==> config.mk <==
export PLATFORM = sky130hd
export DESIGN_NAME = bus_master_6502_flat
export DESIGN_NICKNAME = d
export VERILOG_FILES = /design/src/rtl/bus_master_6502_if.sv /design/src/rtl/bus_master_6502.sv /design/src/flat_wrapper.sv
export SDC_FILE = /design/constraint.sdc
export NUM_CORES = 1
export LEC_CHECK = 0
export BUFFER_PORTS_ARGS = -buffer_cell sky130_fd_sc_hd__buf_2
export CAP_MARGIN = 20
export CORE_MARGIN = 5
export CORE_UTILIZATION = 48
export DETAILED_ROUTE_END_ITERATION = 6
export GPL_TIMING_DRIVEN = 0
export PLACE_DENSITY_LB_ADDON = 0.12
export SLEW_MARGIN = 10
export SYNTH_ARGS = -nofsm -noshare
export SYNTH_HDL_FRONTEND = slang
export SYNTH_SLANG_ARGS = --single-unit
==> constraint.sdc <==
create_clock -name eclk -period 2.6 [get_ports eclk]
set_input_delay 0 -clock eclk [delete_from_list [all_inputs] [get_ports eclk]]
set_output_delay 0 -clock eclk [all_outputs]
set_load 0.02 [all_outputs]
==> src/rtl/bus_master_6502_if.sv <==
// Command/response handshake between a sequencer and the 6502-side bus master.
// The sequencer uses the master modport; bus_master_6502 uses the slave modport.
interface bus_master_6502_if;
    logic        cmd_valid;
    logic        cmd_ready;
    logic        cmd_rw;
    logic [15:0] cmd_addr;
    logic [7:0]  cmd_wdata;
    logic        rsp_valid;
    logic [7:0]  rsp_rdata;

    modport master (
        output cmd_valid, cmd_rw, cmd_addr, cmd_wdata,
        input  cmd_ready, rsp_valid, rsp_rdata
    );

    modport slave (
        input  cmd_valid, cmd_rw, cmd_addr, cmd_wdata,
        output cmd_ready, rsp_valid, rsp_rdata
    );
endinterface

==> src/rtl/bus_master_6502.sv <==
// Bus initiator that drives the CPU side of the 6502 memory bus from a command stream.
// Define BUS_MASTER_TRACE_EN for a simulation-only per-transaction trace line.
//
// state | meaning
// IDLE  | clk held low, cmd_ready high, waiting for a command
// SETUP | address/direction driven, clk low for HALF cycles
// HIGH  | clk high for HALF cycles, read data captured as clk falls
// HOLD  | one cycle after the falling edge so memory commits with a, rw, dout still valid
module bus_master_6502 #(
    parameter int unsigned HALF = 2
) (
    input  logic                eclk,
    input  logic                ereset,
    bus_master_6502_if.slave    cmd,
    output logic                clk,
    output logic [15:0]         a,
    output logic [7:0]          dout,
    input  logic [7:0]          din,
    output logic                rw
);

    typedef enum logic [1:0] {IDLE, SETUP, HIGH, HOLD} state_t;

    localparam logic [7:0] CNT_LOAD = 8'(HALF - 1);

    state_t      state, state_nxt;
    logic [7:0]  cnt, cnt_nxt;
    logic        clk_nxt;
    logic [15:0] a_nxt;
    logic [7:0]  dout_nxt;
    logic        rw_nxt;
    logic        rsp_valid_q, rsp_valid_nxt;
    logic [7:0]  rsp_rdata_q, rsp_rdata_nxt;
    logic        accept;

    assign cmd.cmd_ready = (state == IDLE);
    assign cmd.rsp_valid = rsp_valid_q;
    assign cmd.rsp_rdata = rsp_rdata_q;
    assign accept        = cmd.cmd_valid && (state == IDLE);

    always_ff @(posedge eclk) begin
        if (ereset) begin
            state       <= IDLE;
            cnt         <= 8'd0;
            clk         <= 1'b0;
            a           <= 16'd0;
            dout        <= 8'd0;
            rw          <= 1'b1;
            rsp_valid_q <= 1'b0;
            rsp_rdata_q <= 8'd0;
        end else begin
            state       <= state_nxt;
            cnt         <= cnt_nxt;
            clk         <= clk_nxt;
            a           <= a_nxt;
            dout        <= dout_nxt;
            rw          <= rw_nxt;
            rsp_valid_q <= rsp_valid_nxt;
            rsp_rdata_q <= rsp_rdata_nxt;
        end
    end

    always_comb begin
        state_nxt     = state;
        cnt_nxt       = cnt;
        clk_nxt       = clk;
        a_nxt         = a;
        dout_nxt      = dout;
        rw_nxt        = rw;
        rsp_valid_nxt = 1'b0;
        rsp_rdata_nxt = rsp_rdata_q;
        case (state)
            IDLE: begin
                clk_nxt = 1'b0;
                if (accept) begin
                    a_nxt     = cmd.cmd_addr;
                    rw_nxt    = cmd.cmd_rw;
                    if (!cmd.cmd_rw) dout_nxt = cmd.cmd_wdata;
                    cnt_nxt   = CNT_LOAD;
                    state_nxt = SETUP;
                end
            end
            SETUP: begin
                if (cnt == 8'd0) begin
                    clk_nxt   = 1'b1;
                    cnt_nxt   = CNT_LOAD;
                    state_nxt = HIGH;
                end else begin
                    cnt_nxt = cnt - 8'd1;
                end
            end
            HIGH: begin
                if (cnt == 8'd0) begin
                    clk_nxt       = 1'b0;
                    rsp_valid_nxt = 1'b1;
                    if (rw) rsp_rdata_nxt = din;
                    state_nxt     = HOLD;
                end else begin
                    cnt_nxt = cnt - 8'd1;
                end
            end
            HOLD: begin
                // Parking rw high means any later clk glitch can only look like a read.
                rw_nxt    = 1'b1;
                state_nxt = IDLE;
            end
            default: state_nxt = IDLE;
        endcase
    end

`ifdef BUS_MASTER_TRACE_EN
`ifndef SYNTHESIS
    always_ff @(posedge eclk) begin
        if (!ereset && state == HOLD) begin
            if (rw) $display("%0t R %h -> %h", $time, a, rsp_rdata_q);
            else    $display("%0t W %h <- %h", $time, a, dout);
        end
    end
`endif
`else
    // Trace disabled: no simulation output, identical cycle behaviour.
`endif

endmodule
==> src/flat_wrapper.sv <==
// flat-port wrapper written by rule: the top's interface ports become plain ports
module bus_master_6502_flat 
#(
    parameter int unsigned HALF = 2
)
  (eclk, ereset, clk, a, dout, din, rw, cmd_cmd_valid, cmd_cmd_rw, cmd_cmd_addr, cmd_cmd_wdata, cmd_cmd_ready, cmd_rsp_valid, cmd_rsp_rdata);
  bus_master_6502_if cmd_i ();
  input  logic eclk;
  input  logic ereset;
  output logic clk;
  output logic [15:0] a;
  output logic [7:0] dout;
  input  logic [7:0] din;
  output logic rw;
  input wire logic [$bits(cmd_i.cmd_valid)-1:0] cmd_cmd_valid;
  input wire logic [$bits(cmd_i.cmd_rw)-1:0] cmd_cmd_rw;
  input wire logic [$bits(cmd_i.cmd_addr)-1:0] cmd_cmd_addr;
  input wire logic [$bits(cmd_i.cmd_wdata)-1:0] cmd_cmd_wdata;
  output wire logic [$bits(cmd_i.cmd_ready)-1:0] cmd_cmd_ready;
  output wire logic [$bits(cmd_i.rsp_valid)-1:0] cmd_rsp_valid;
  output wire logic [$bits(cmd_i.rsp_rdata)-1:0] cmd_rsp_rdata;
  assign cmd_i.cmd_valid = cmd_cmd_valid;
  assign cmd_i.cmd_rw = cmd_cmd_rw;
  assign cmd_i.cmd_addr = cmd_cmd_addr;
  assign cmd_i.cmd_wdata = cmd_cmd_wdata;
  assign cmd_cmd_ready = cmd_i.cmd_ready;
  assign cmd_rsp_valid = cmd_i.rsp_valid;
  assign cmd_rsp_rdata = cmd_i.rsp_rdata;
  bus_master_6502 #(.HALF(HALF)) u_core (.eclk(eclk), .ereset(ereset), .cmd(cmd_i), .clk(clk), .a(a), .dout(dout), .din(din), .rw(rw));
endmodule
; Word-level counts from Yosys, hierarchy flattened
; Index checks and enable logic that the tools add are counted.
[totals]
register_bits = 45
inputBits = 36
wordCells = 45
[op_classes]
addsub = 1
n_eq_ne = 7
muxes = 14
bitwise = 2
n_reduce_logical = 13
[ops]
columns = operator, n
row1 = 8-bit 2-to-1 mux, 3
row2 = 8-bit case mux with 3 select lines, 1
row3 = 3-bit AND reduction, 5
row4 = 8-bit logical NOT, 1
row5 = 2-bit case mux with 4 select lines, 1
row6 = 8-bit by 1-bit subtractor with 8-bit output (second input constant), 1
row7 = 2-bit 2-to-1 mux, 3
row8 = 2-bit by 1-bit inequality test with 1-bit output (second input constant), 3
row9 = 2-bit == test (second input constant), 2
row10 = 1-bit 2-to-1 mux, 4
row11 = 2-bit AND reduction, 2
row12 = 1-bit case mux with 3 select lines, 1
row13 = 3-bit nonzero test, 1
row14 = 2-bit by 1-bit == test with 1-bit output (second input constant), 1
row15 = 2-bit logical NOT, 1
row16 = 2-bit inequality test (second input constant), 1
row17 = 1-bit inverter, 2
row18 = 1-bit case mux with 2 select lines, 1
row19 = 2-bit nonzero test, 1
row20 = 2-bit OR reduction, 1
row21 = 1-bit logical AND, 1

; Logic depth before layout (Yosys ltp)
[depth]
ltp_word = 4
mapped_depth = 8

; Worst setup path before layout
; OpenSTA, ideal clock, no wires.
[synth_timing]
path_kind = register to register
start = reg u_core.state[0]
end = reg u_core.cnt[3]
arrival_ns = 1.903
t_required_ns = 2.530
path_slack_ns = 0.627
path_stages_with_launch = 7
n_path_buf = 0
period_less_slack_ns = 1.973
cell_sequence = dfxtp_1 inv_1 ha_1 nor2b_1 a311o_1 or4_1 a21oi_1
[synth_via]
elab_chain_len = 4
elab_cells_between_ends = 9
[synth_rtl]
columns = element, line_no
row1 = start: declaration, bus_master_6502.sv:26  ; state_t state, state_nxt;
row2 = start signal: assignment, bus_master_6502.sv:52  ; state <= state_nxt;
row3 = 2-bit logical NOT (*), -
row4 = named net cmd_cmd_ready, flat_wrapper.sv:19  ; output wire logic [$bits(cmd_i.cmd_ready)-1:0] cmd_cmd_ready;
row5 = 1-bit logical AND, bus_master_6502.sv:39  ; assign accept = cmd.cmd_valid && (state == IDLE);
row6 = 2-bit by 1-bit inequality test with 1-bit output (no source line), -
row7 = 3-bit AND reduction (no source line), -
row8 = end signal: assignment, bus_master_6502.sv:53  ; cnt <= cnt_nxt;
row9 = end: declaration, bus_master_6502.sv:27  ; logic [7:0] cnt, cnt_nxt;
; Mark *: on every way through the listed nets, which the timed path passes. The rest lies on a longest branch.
; A chain may end at the register's enable or synchronous reset.

; Final worst setup path
[layout_timing]
start = reg u_core.state[0]
end = reg u_core.cnt[1]
[layout_via]
elab_chain_len = 4
elab_cells_between_ends = 9
[layout_rtl]
columns = element, line_no
row1 = 2-bit logical NOT, "bus_master_6502.sv:39, bus_master_6502.sv:72"
row2 = 1-bit logical AND, bus_master_6502.sv:39
row3 = 2-bit by 1-bit inequality test with 1-bit output (no source line), -
row4 = 3-bit AND reduction (no source line), -
; Several ways; a longest one is shown, not always the timed one.

==> impl_metrics.toml <==
[yosys]
synth_top_area_share_pct = 47.2
synth_top_cell_by_area = "dfxtp_1"
yosys-top-cells-area = "dfxtp_1 (47%), nand2_1 (10%), a21oi_1 (8.9%)"
yosys-top-cells-count = "nand2_1 (53), dfxtp_1 (45), a21oi_1 (34)"
synth_cells = 228
async_reset_ff_share_pct = 0
ys_warn_count = 0
ys_types = 35
synth_edf_count = 0
synth_flop_cell = "dfxtp_1"
ys_ff_latch = 45
synth.avg_cell_area_um2 = 8.37
syn_nets = 270
ys_seq_area_share_pct = 47.2
syn_area_um2 = 1910
synthMostInstantiatedCell = "nand2_1"

[worst_setup_path]
slowest_stage = "or4b_2"
arrival_ps = 2410
path_cells = "inv_1 -> ha_1 -> clkbuf_1 -> or4b_2 -> o21ai_0 -> a221o_2 -> a211oi_2"
worstSetupPathType = "reg2reg"
path_depth = 7
cp_max_fo = 8
slowest_delay_ps = 620
crit_family = "compound AO/OA/AOI/OAI gates"
worstPathBufferInverterCount = 2
cp-start-kind = "flip-flop"
critical_path.endpoint_type = "flip-flop"
rr_worst_depth = 7
worstPathRequired_ps = 2750

[final_layout]
multi_input_area_um2 = 940
num-fill-cells = 326
seq_area_um2 = 901
drive_gt1_share_pct = 25.1
nets = 379
areaGrowthSynthToFinish_pct = 42.8
utilization_pct = 69.6
diodes = 0

[global_route]
grt_use_total_pct = 18.7
grt_max_degree = 14
overflow = 0
grt_pass1_wl_mm = 7.88
grt_antenna_before_repair = 0
grt_pass1_vias = 1784

[sta]
fin_hold_ws_ps = 8.76
min_period_ps = 2260
drv_slew = 0
hold_viol_final = 0
post-route-period-util_pct = 86.8
finalSetupViolations = 0
slew_headroom_pct = 48.7
worst_clock_skew_ps = 4.36
setup_ws_ps = 344
rsz0062_at_grt = "false"
worst_pin_slew_ps = 765
fin_setup_tns_ps = 0
timing.fmax_mhz = 443

[cts]
tritoncts = "built"
clk_pin_slew_ps = 80
cts_sinks = 45
cts-root-buf = "clkbuf_8"
cts_made_buffers = 5
clock_path_buffers = 2
cts_max_level = 2
insertion_delay_ps = 290

[route]
drtPass1Iterations = 5
ant_nets = 0
vias_per_cell = 5.01
drc = 0
detailedRoute.firstIterationViolations = 88
wire_per_inst_um = 12.9
drt-total-wl_mm = 5.01
vias = 1945

[pwr]
vdd_drop_max_uv = 822
powerDensity_nw_per_um2 = 999
p_leak_nw = 1.28

[floorplanning]
start_util_pct = 48.8
rows = 23
core_um2 = 3910
dieHeight_um = 73.1
die_w_um = 73.1
die_area_um2 = 5340
io_pins = 72

[place]
dp_worst_setup_slack_ps = 383
io_buffers = 70
dp_hpwl_mm = 3.37
place_congestion = 0.777

[worst_hold_path]
hp-class = "in2reg"
holdPathStages = 3

[status]
status = "completed"

[job]
drv_cap = 0
[layout by cell type, fill, tap and decap left out, types with 5 or more instances in the layout]
| cell | synthesis | final |
|---|---|---|
| mux2i_1 | 8 | 8 |
| ha_1 | 6 | 6 |
| dfxtp_1 | 45 | 45 |
| a21oi_1 | 34 | 34 |
| buf_2 | 0 | 70 |
| nand2_1 | 53 | 53 |
| inv_1 | 7 | 7 |
| dlygate4sd3_1 | 0 | 32 |
| clkbuf_1 | 10 | 12 |
| clkbuf_8 | 0 | 5 |
| o21ai_0 | 8 | 8 |
| nor3_1 | 5 | 5 |
| nor2_1 | 15 | 15 |
[worst min-delay path: cells and delay by family]
family	cells	cell delay (ps)
compound gates	1	110
buf+inv	1	100
simple gates	1	50
[kinds of logic (layout without fill, tap and decap cells)]
kind of cell	after synthesis	after routing	synth area share, %
AOI/OAI and AO/OA	55	55	16.9
adders and majority gates	6	6	3.93
buffers and inverters	18	128	3.54
DFF	45	45	47.2
muxes	8	8	4.20
and+or+nand+nor	96	96	24.3
[routing by layer]
layer	part of all wire [%]	global-route usage (%)	vias to the layer above
met5	0	0	-
met4	1.2	6.35	0
met2	50	32.4	53
li1	-	-	997
met3	6.8	4.82	8
met1	42	22.3	887
[path summary, 6_finish.rpt]
| kind | from | to | slack, ps |
|---|---|---|---|
| setup / recovery | u_core.state[0]$_SDFFE_PP0P_ | u_core.cnt[1]$_SDFFE_PP0P_ | 340 |
| hold / removal | cmd_cmd_rw | u_core.rw$_SDFFE_PP1P_ | 9 |
| setup reg to reg | u_core.state[0]$_SDFFE_PP0P_ | u_core.cnt[1]$_SDFFE_PP0P_ | 340 |
| hold reg to reg | u_core.a[10]$_SDFFE_PP0P_ | u_core.a[10]$_SDFFE_PP0P_ | 450 |
[final cells by class]
class                      count  area share, %
buffer                        11           1.52
clock buffer                   7           2.80
clock inverter                 1          0.275
inverter                       7          0.964
multi-input combinational    165           34.5
sequential                    45           33.1
tap                           50           2.30
timing repair buffer         102           24.6
[flip-flops by register name, summed over array words and instances (netlist names)]
name / flops
u_core.cnt: 8
u_core.state: 2
u_core.dout: 8
u_core.cmd.rsp_valid: 1
u_core.clk: 1
u_core.rw: 1
u_core.a: 16
u_core.cmd.rsp_rdata: 8
[power by group]
group | internal, mW | leakage (nW) | switching (mW) | total (mW)
Combinational | 0.539 | 0.871 | 0.816 | 1.36
Clock | 0.190 | 0.0385 | 0.218 | 0.408
Sequential | 0.841 | 0.367 | 0.119 | 0.960
[repair_timing]
item | 4_1_cts | 5_1_grt
endpoints found under the hold margin | 32 | 0
endpoints found under the setup margin | 0 | 0
gates resized for setup | 0 | 0
buffers inserted | 0 | 0
hold buffers | 32 | 0
[stage by stage]
step | cells | area, um^2 | power [mW]
after floorplan | 228 | 1910 | 1.95
after global placement | 348 | 2320 | 2.27
after detailed placement | 348 | 2320 | 2.28
after CTS | 388 | 2730 | 2.74
after global routing | 388 | 2730 | 2.95
final | 388 | 2730 | 2.72
Note: power is estimated with default switching activity, not from simulation.
